===== src/rtl/ring_counter_pkg.sv =====
// Shared constants and helpers for the ring/Johnson sequencer.
// Optional build macro used by the sequencer: RING_COUNTER_GEN_SELF_CORRECT_EN.
package ring_counter_pkg;

  localparam logic MODE_RING    = 1'b0;
  localparam logic MODE_JOHNSON = 1'b1;

  localparam logic DIR_RIGHT = 1'b0;
  localparam logic DIR_LEFT  = 1'b1;

  // Widest counter the start-pattern helper can describe.
  localparam int MAX_WIDTH = 256;

  // Number of distinct states visited before the pattern repeats.
  function automatic int period(input int width, input logic mode);
    return (mode == MODE_JOHNSON) ? 2 * width : width;
  endfunction

  // Pattern loaded on reset/init: MSB-only for ring, all-zero for Johnson.
  // Callers truncate the result to their own width.
  function automatic logic [MAX_WIDTH-1:0] start_pattern(input int width, input logic mode);
    logic [MAX_WIDTH-1:0] p;
    p = '0;
    if (mode == MODE_RING) begin
      p = {{(MAX_WIDTH-1){1'b0}}, 1'b1} << (width - 1);
    end
    return p;
  endfunction

endpackage


===== src/rtl/ring_state_check.sv =====
// Combinational legality check of the counter state for the current mode.
// Ring: exactly one bit set. Johnson: at most one adjacent-bit transition.
module ring_state_check
  import ring_counter_pkg::*;
#(
  parameter int WIDTH = 8
) (
  input  logic [WIDTH-1:0] out,
  input  logic             mode_q,
  output logic             illegal
);

  int ones;
  int edges;

  // Count set bits and non-circular adjacent transitions, then judge by mode.
  always_comb begin
    ones  = 0;
    edges = 0;
    for (int i = 0; i < WIDTH; i++) begin
      if (out[i]) begin
        ones = ones + 1;
      end
    end
    for (int i = 0; i < WIDTH - 1; i++) begin
      if (out[i] != out[i+1]) begin
        edges = edges + 1;
      end
    end
    if (mode_q == MODE_JOHNSON) begin
      illegal = (edges > 1);
    end else begin
      illegal = (ones != 1);
    end
  end

endmodule


===== src/rtl/ring_counter_gen.sv =====
// Width-generic ring / Johnson sequencer with bidirectional step, registered
// position index and wrap pulse.
// Optional build macro: RING_COUNTER_GEN_SELF_CORRECT_EN adds an illegal-state
// checker that reloads the start pattern and raises a sticky err flag.
module ring_counter_gen
  import ring_counter_pkg::*;
#(
  parameter int WIDTH      = 8,
  parameter bit RESET_MODE = 1'b0,
  parameter int POS_W      = $clog2(2 * WIDTH)
) (
  input  logic             clock,
  input  logic             reset,
  input  logic             init,
  input  logic             enable,
  input  logic             mode,
  input  logic             dir,
  output logic [WIDTH-1:0] out,
  output logic [POS_W-1:0] pos,
  output logic             wrap,
  output logic             err
);

  if (WIDTH < 2 || WIDTH > MAX_WIDTH) begin : g_bad_width
    $error("ring_counter_gen: WIDTH out of supported range");
  end

  localparam logic [WIDTH-1:0] START_RESET = WIDTH'(start_pattern(WIDTH, RESET_MODE));

  logic             mode_q, mode_d;
  logic [WIDTH-1:0] out_q, out_d;
  logic [POS_W-1:0] pos_q, pos_d;
  logic             wrap_q, wrap_d;

  logic [WIDTH-1:0] out_step;
  logic [POS_W-1:0] pos_step;
  logic [POS_W-1:0] pos_last;
  logic [WIDTH-1:0] start_init;
  logic [WIDTH-1:0] start_cur;
  logic             illegal;

  // Start patterns for an init (new mode) and for a self-correction (held mode).
  always_comb begin
    start_init = WIDTH'(start_pattern(WIDTH, mode));
    start_cur  = WIDTH'(start_pattern(WIDTH, mode_q));
  end

  // One step in the selected direction; pos wraps explicitly at 0 and P-1
  // because P need not be a power of two.
  always_comb begin
    pos_last = POS_W'(period(WIDTH, mode_q) - 1);
    out_step = out_q;
    pos_step = pos_q;
    if (dir == DIR_LEFT) begin
      if (mode_q == MODE_JOHNSON) begin
        out_step = {out_q[WIDTH-2:0], ~out_q[WIDTH-1]};
      end else begin
        out_step = {out_q[WIDTH-2:0], out_q[WIDTH-1]};
      end
      pos_step = (pos_q == '0) ? pos_last : pos_q - 1'b1;
    end else begin
      if (mode_q == MODE_JOHNSON) begin
        out_step = {~out_q[0], out_q[WIDTH-1:1]};
      end else begin
        out_step = {out_q[0], out_q[WIDTH-1:1]};
      end
      pos_step = (pos_q == pos_last) ? '0 : pos_q + 1'b1;
    end
  end

  // Next state with priority init > self-correction > step > hold.
  always_comb begin
    mode_d = mode_q;
    out_d  = out_q;
    pos_d  = pos_q;
    wrap_d = 1'b0;
    if (init) begin
      mode_d = mode;
      out_d  = start_init;
      pos_d  = '0;
    end else if (illegal) begin
      out_d = start_cur;
      pos_d = '0;
    end else if (enable) begin
      out_d  = out_step;
      pos_d  = pos_step;
      wrap_d = (pos_step == '0);
    end
  end

  // Sequencer state register; reset loads the RESET_MODE start pattern.
  always_ff @(posedge clock or posedge reset) begin
    if (reset) begin
      mode_q <= RESET_MODE;
      out_q  <= START_RESET;
      pos_q  <= '0;
      wrap_q <= 1'b0;
    end else begin
      mode_q <= mode_d;
      out_q  <= out_d;
      pos_q  <= pos_d;
      wrap_q <= wrap_d;
    end
  end

`ifdef RING_COUNTER_GEN_SELF_CORRECT_EN
  logic err_q, err_d;

  ring_state_check #(
    .WIDTH(WIDTH)
  ) u_check (
    .out    (out_q),
    .mode_q (mode_q),
    .illegal(illegal)
  );

  // Sticky error: set on any correction, cleared only by init or reset.
  always_comb begin
    err_d = err_q;
    if (init) begin
      err_d = 1'b0;
    end else if (illegal) begin
      err_d = 1'b1;
    end
  end

  // Error flag register.
  always_ff @(posedge clock or posedge reset) begin
    if (reset) begin
      err_q <= 1'b0;
    end else begin
      err_q <= err_d;
    end
  end

  assign err = err_q;
`else
  // No checker: illegal patterns simply circulate.
  assign illegal = 1'b0;
  assign err     = 1'b0;
`endif

  assign out  = out_q;
  assign pos  = pos_q;
  assign wrap = wrap_q;

endmodule


===== config.mk =====
export PLATFORM = sky130hd
export DESIGN_NAME = ring_counter_gen
export DESIGN_NICKNAME = d
export VERILOG_FILES = /design/src/rtl/ring_counter_pkg.sv /design/src/rtl/ring_state_check.sv /design/src/rtl/ring_counter_gen.sv
export SDC_FILE = /design/constraint.sdc
export NUM_CORES = 1
export LEC_CHECK = 0
export CAP_MARGIN = 5
export CORE_MARGIN = 2
export CORE_UTILIZATION = 44
export DETAILED_ROUTE_END_ITERATION = 16
export GPL_TIMING_DRIVEN = 0
export PLACE_DENSITY_LB_ADDON = 0.08
export SETUP_SLACK_MARGIN = 0.02
export SYNTH_ARGS = -nofsm -noshare
export SYNTH_HDL_FRONTEND = slang
export SYNTH_HIERARCHICAL = 1
export SYNTH_SLANG_ARGS = --single-unit

===== constraint.sdc =====
create_clock -name clock -period 1.83 [get_ports clock]
set_input_delay 0.183 -clock clock [delete_from_list [all_inputs] [get_ports clock]]
set_output_delay 0.183 -clock clock [all_outputs]
set_load 0.02 [all_outputs]

==> metrics.txt <==
outcome completed; peak fanout along the critical path 5; worst vdd ir 633.5 uV; die extent in y 48.55 microns; Worst path max stage delay between 300 and 400 ps; CTS tree built; Worst Hold Class input pin to asynchronous set/reset pin; Mapped Cells 91; P_sw 257.1 uW; CP Class register to register; routed wire length 1.804 mm; Final Slew Violations 0; Worst Clk Skew 8.131 ps; r2r worst-path depth 6; grt ovf 0; FFs w/ async S/R, synth 1.000; critical path's slowest cell or3_1; Sink Count 14; launch point of the worst path pos[0]; commonest cells after routing, fill and taps aside clkdlybuf4s50_1, nor2_1, dfrtp_1; Max Root-Sink Buffers 2; initial core utilization 0.4544; Core Area around 0.0019 sq mm; count of input and output buffers 17; hpwl dp between 1 and 1.5 mm; first-pass iteration count of the detailed router 4; Final ANT Viol Nets 0; width of the chip 48.55 microns; Final Setup Violations 0; fin crit share 0.9172; GPL Wtd Cong 0.7323; yosys warns 6; RSZ-0062 raised after global routing false; fmax slightly below 600 MHz; crit end category register; post-synth cell types 33; vias in the first global route 625; antenna fix cells 0; Via Count 722; switching share of power 0.3062; antenna violations before repair 0; gr usage total 0.1670; largest net degree at the start of global routing 15; Power Density 742.1 mW/mm^2; Clock Pin Slew Worst Setup and Hold Paths 90 ps; TritonCTS buffer count 3; Startpoint Class register; Vias/cell roughly 5; CP Cell Sequence inv_1 -> ha_1 -> or3_1 -> o21ai_0 -> o21ai_1 -> nor4bb_4; Worst-Margin Slew 519.1 ps; sequential area share after synthesis 0.4026; Main synth FF type dfrtp_1; sequential power share 0.423; CP arrival between 1500 and 2000 ps; DRC Markers 0; Clock Latency Late Sink around 280 ps; slew margin rel. 0.6535; Wirelength per Cell 12.79 microns; Post-synth EDFFs 0; Gate power share 0.313; share of layout cells above drive strength 1 0.1754; clock share of power 0.264; Synth Area per Inst 9.597 sq um; Final Critical Period 1678 ps; htree depth 1; number of max-cap violations 0; NumNets Final between 100 and 150; Clk Tree Root Cell clkbuf_4; synthesis-to-layout area growth 29.51%; Synth Cell Area 873.3 sq um; most common cell after layout, fill and taps aside clkdlybuf4s50_1; post-synthesis register bit count 14; Lkg Pwr 0.4802 nW; Post-Route Setup TNS 0 ps; 1st-iter DRT viols 8; row count 16; Fin. Hold Viols 0; Mapped Nets 99; die area 0.002357 sq mm; worst r2r src pos[0]; Cell Int Power 582.3 uW; I/O Pins 20; post-layout util 0.5885; first-pass GRT wire length ~3 mm; CP required 2030 ps
-- power groups by stage --
stage	clock [mW]	sequential, mW	combinational, mW
floorplan	0	0.389	0.144
global placement	0	0.367	0.246
detailed placement	0	0.368	0.249
CTS	0.227	0.355	0.263
global route	0.245	0.360	0.286
finish	0.221	0.355	0.263
-- cell type report --
type,instances,area (sq um)
Timing Repair Buffer,19,185.2
Sequential cell,14,354.1
Fill cell,188,790.8
Buffer,9,53.80
Inverter,3,11.26
Tap cell,27,33.78
Clock buffer,4,36.28
Multi-Input combinational cell,65,456.7
-- routing by layer --
metal,share of wire,global-route usage
met3,0.051,0.06173
met2,0.43,0.2454
met5,0,0
met4,0.0078,0.04286
met1,0.51,0.2327
-- logic make-up (layout without fill, tap and decap cells) --
kind of cell / count (synthesis) / after routing / synth area share
other cells: 1 / 1 / 0.004294
fa+ha+maj: 2 / 2 / 0.02865
buf+inv: 12 / 35 / 0.07447
flops: 14 / 14 / 0.4026
mux: 8 / 8 / 0.09313
compound gates: 21 / 21 / 0.1691
simple gates: 27 / 27 / 0.1676
xor+xnor: 6 / 6 / 0.06017
-- sequential cells by signal, summed over array words and instances (netlist names) --
register and cells:
mode_q 1, pos 4, out 8, wrap 1
-- synth_stat cells (2+ instances only) --
| library cell | number | area share |
|---|---|---|
| a211oi_1 | 10 | 0.086 |
| a21oi_1 | 2 | 0.011 |
| buf_2 | 3 | 0.017 |
| buf_4 | 2 | 0.017 |
| dfrtp_1 | 13 | 0.37 |
| ha_1 | 2 | 0.029 |
| inv_1 | 3 | 0.013 |
| mux2i_1 | 7 | 0.080 |
| nand2_1 | 4 | 0.017 |
| nand3_1 | 3 | 0.017 |
| nor2_1 | 12 | 0.052 |
| nor3_1 | 2 | 0.011 |
| o21ai_0 | 4 | 0.023 |
| xnor2_1 | 5 | 0.050 |
-- worst paths after layout --
| path | endpoint | slack (ps) |
|---|---|---|
| min | out[4] | 220 |
| min reg2reg | out[0] | 610 |
| max | wrap | 150 |
| min in group clock | pos[0] | 420 |
| max in group asynchronous | pos[0] | 1230 |
| max reg2reg | wrap | 150 |
-- repair_timing --
item	4_1_cts	5_1_grt
hold buffers	0	0
setup buffers	2	0
resized for setup	0	1
endpoints found under the setup margin	1	1
-- critical path, delay by kind of cell (launching register included) --
family                     cells  cell delay [ps]
AOI/OAI and AO/OA              2              200
adders and majority gates      1              350
buffers and inverters          1               40
DFF                            1              370
and+or+nand+nor                2              630
-- per-stage QoR --
step                      std cells  hold WS (ps)  power (mW)  setup WS, ps  cell area [sq um]
after CTS                       141         245.1      0.8449         86.77               1131
after detailed placement        135         557.8      0.6168         3.661               1080
after floorplan                  91         71.37      0.5325         69.99              875.8
final                           141         222.2      0.8394         151.5               1131
after global placement          135         560.2      0.6132         41.40               1080
after global routing            141         308.0      0.8908         25.86               1131
(Power assumes the default switching activity.)
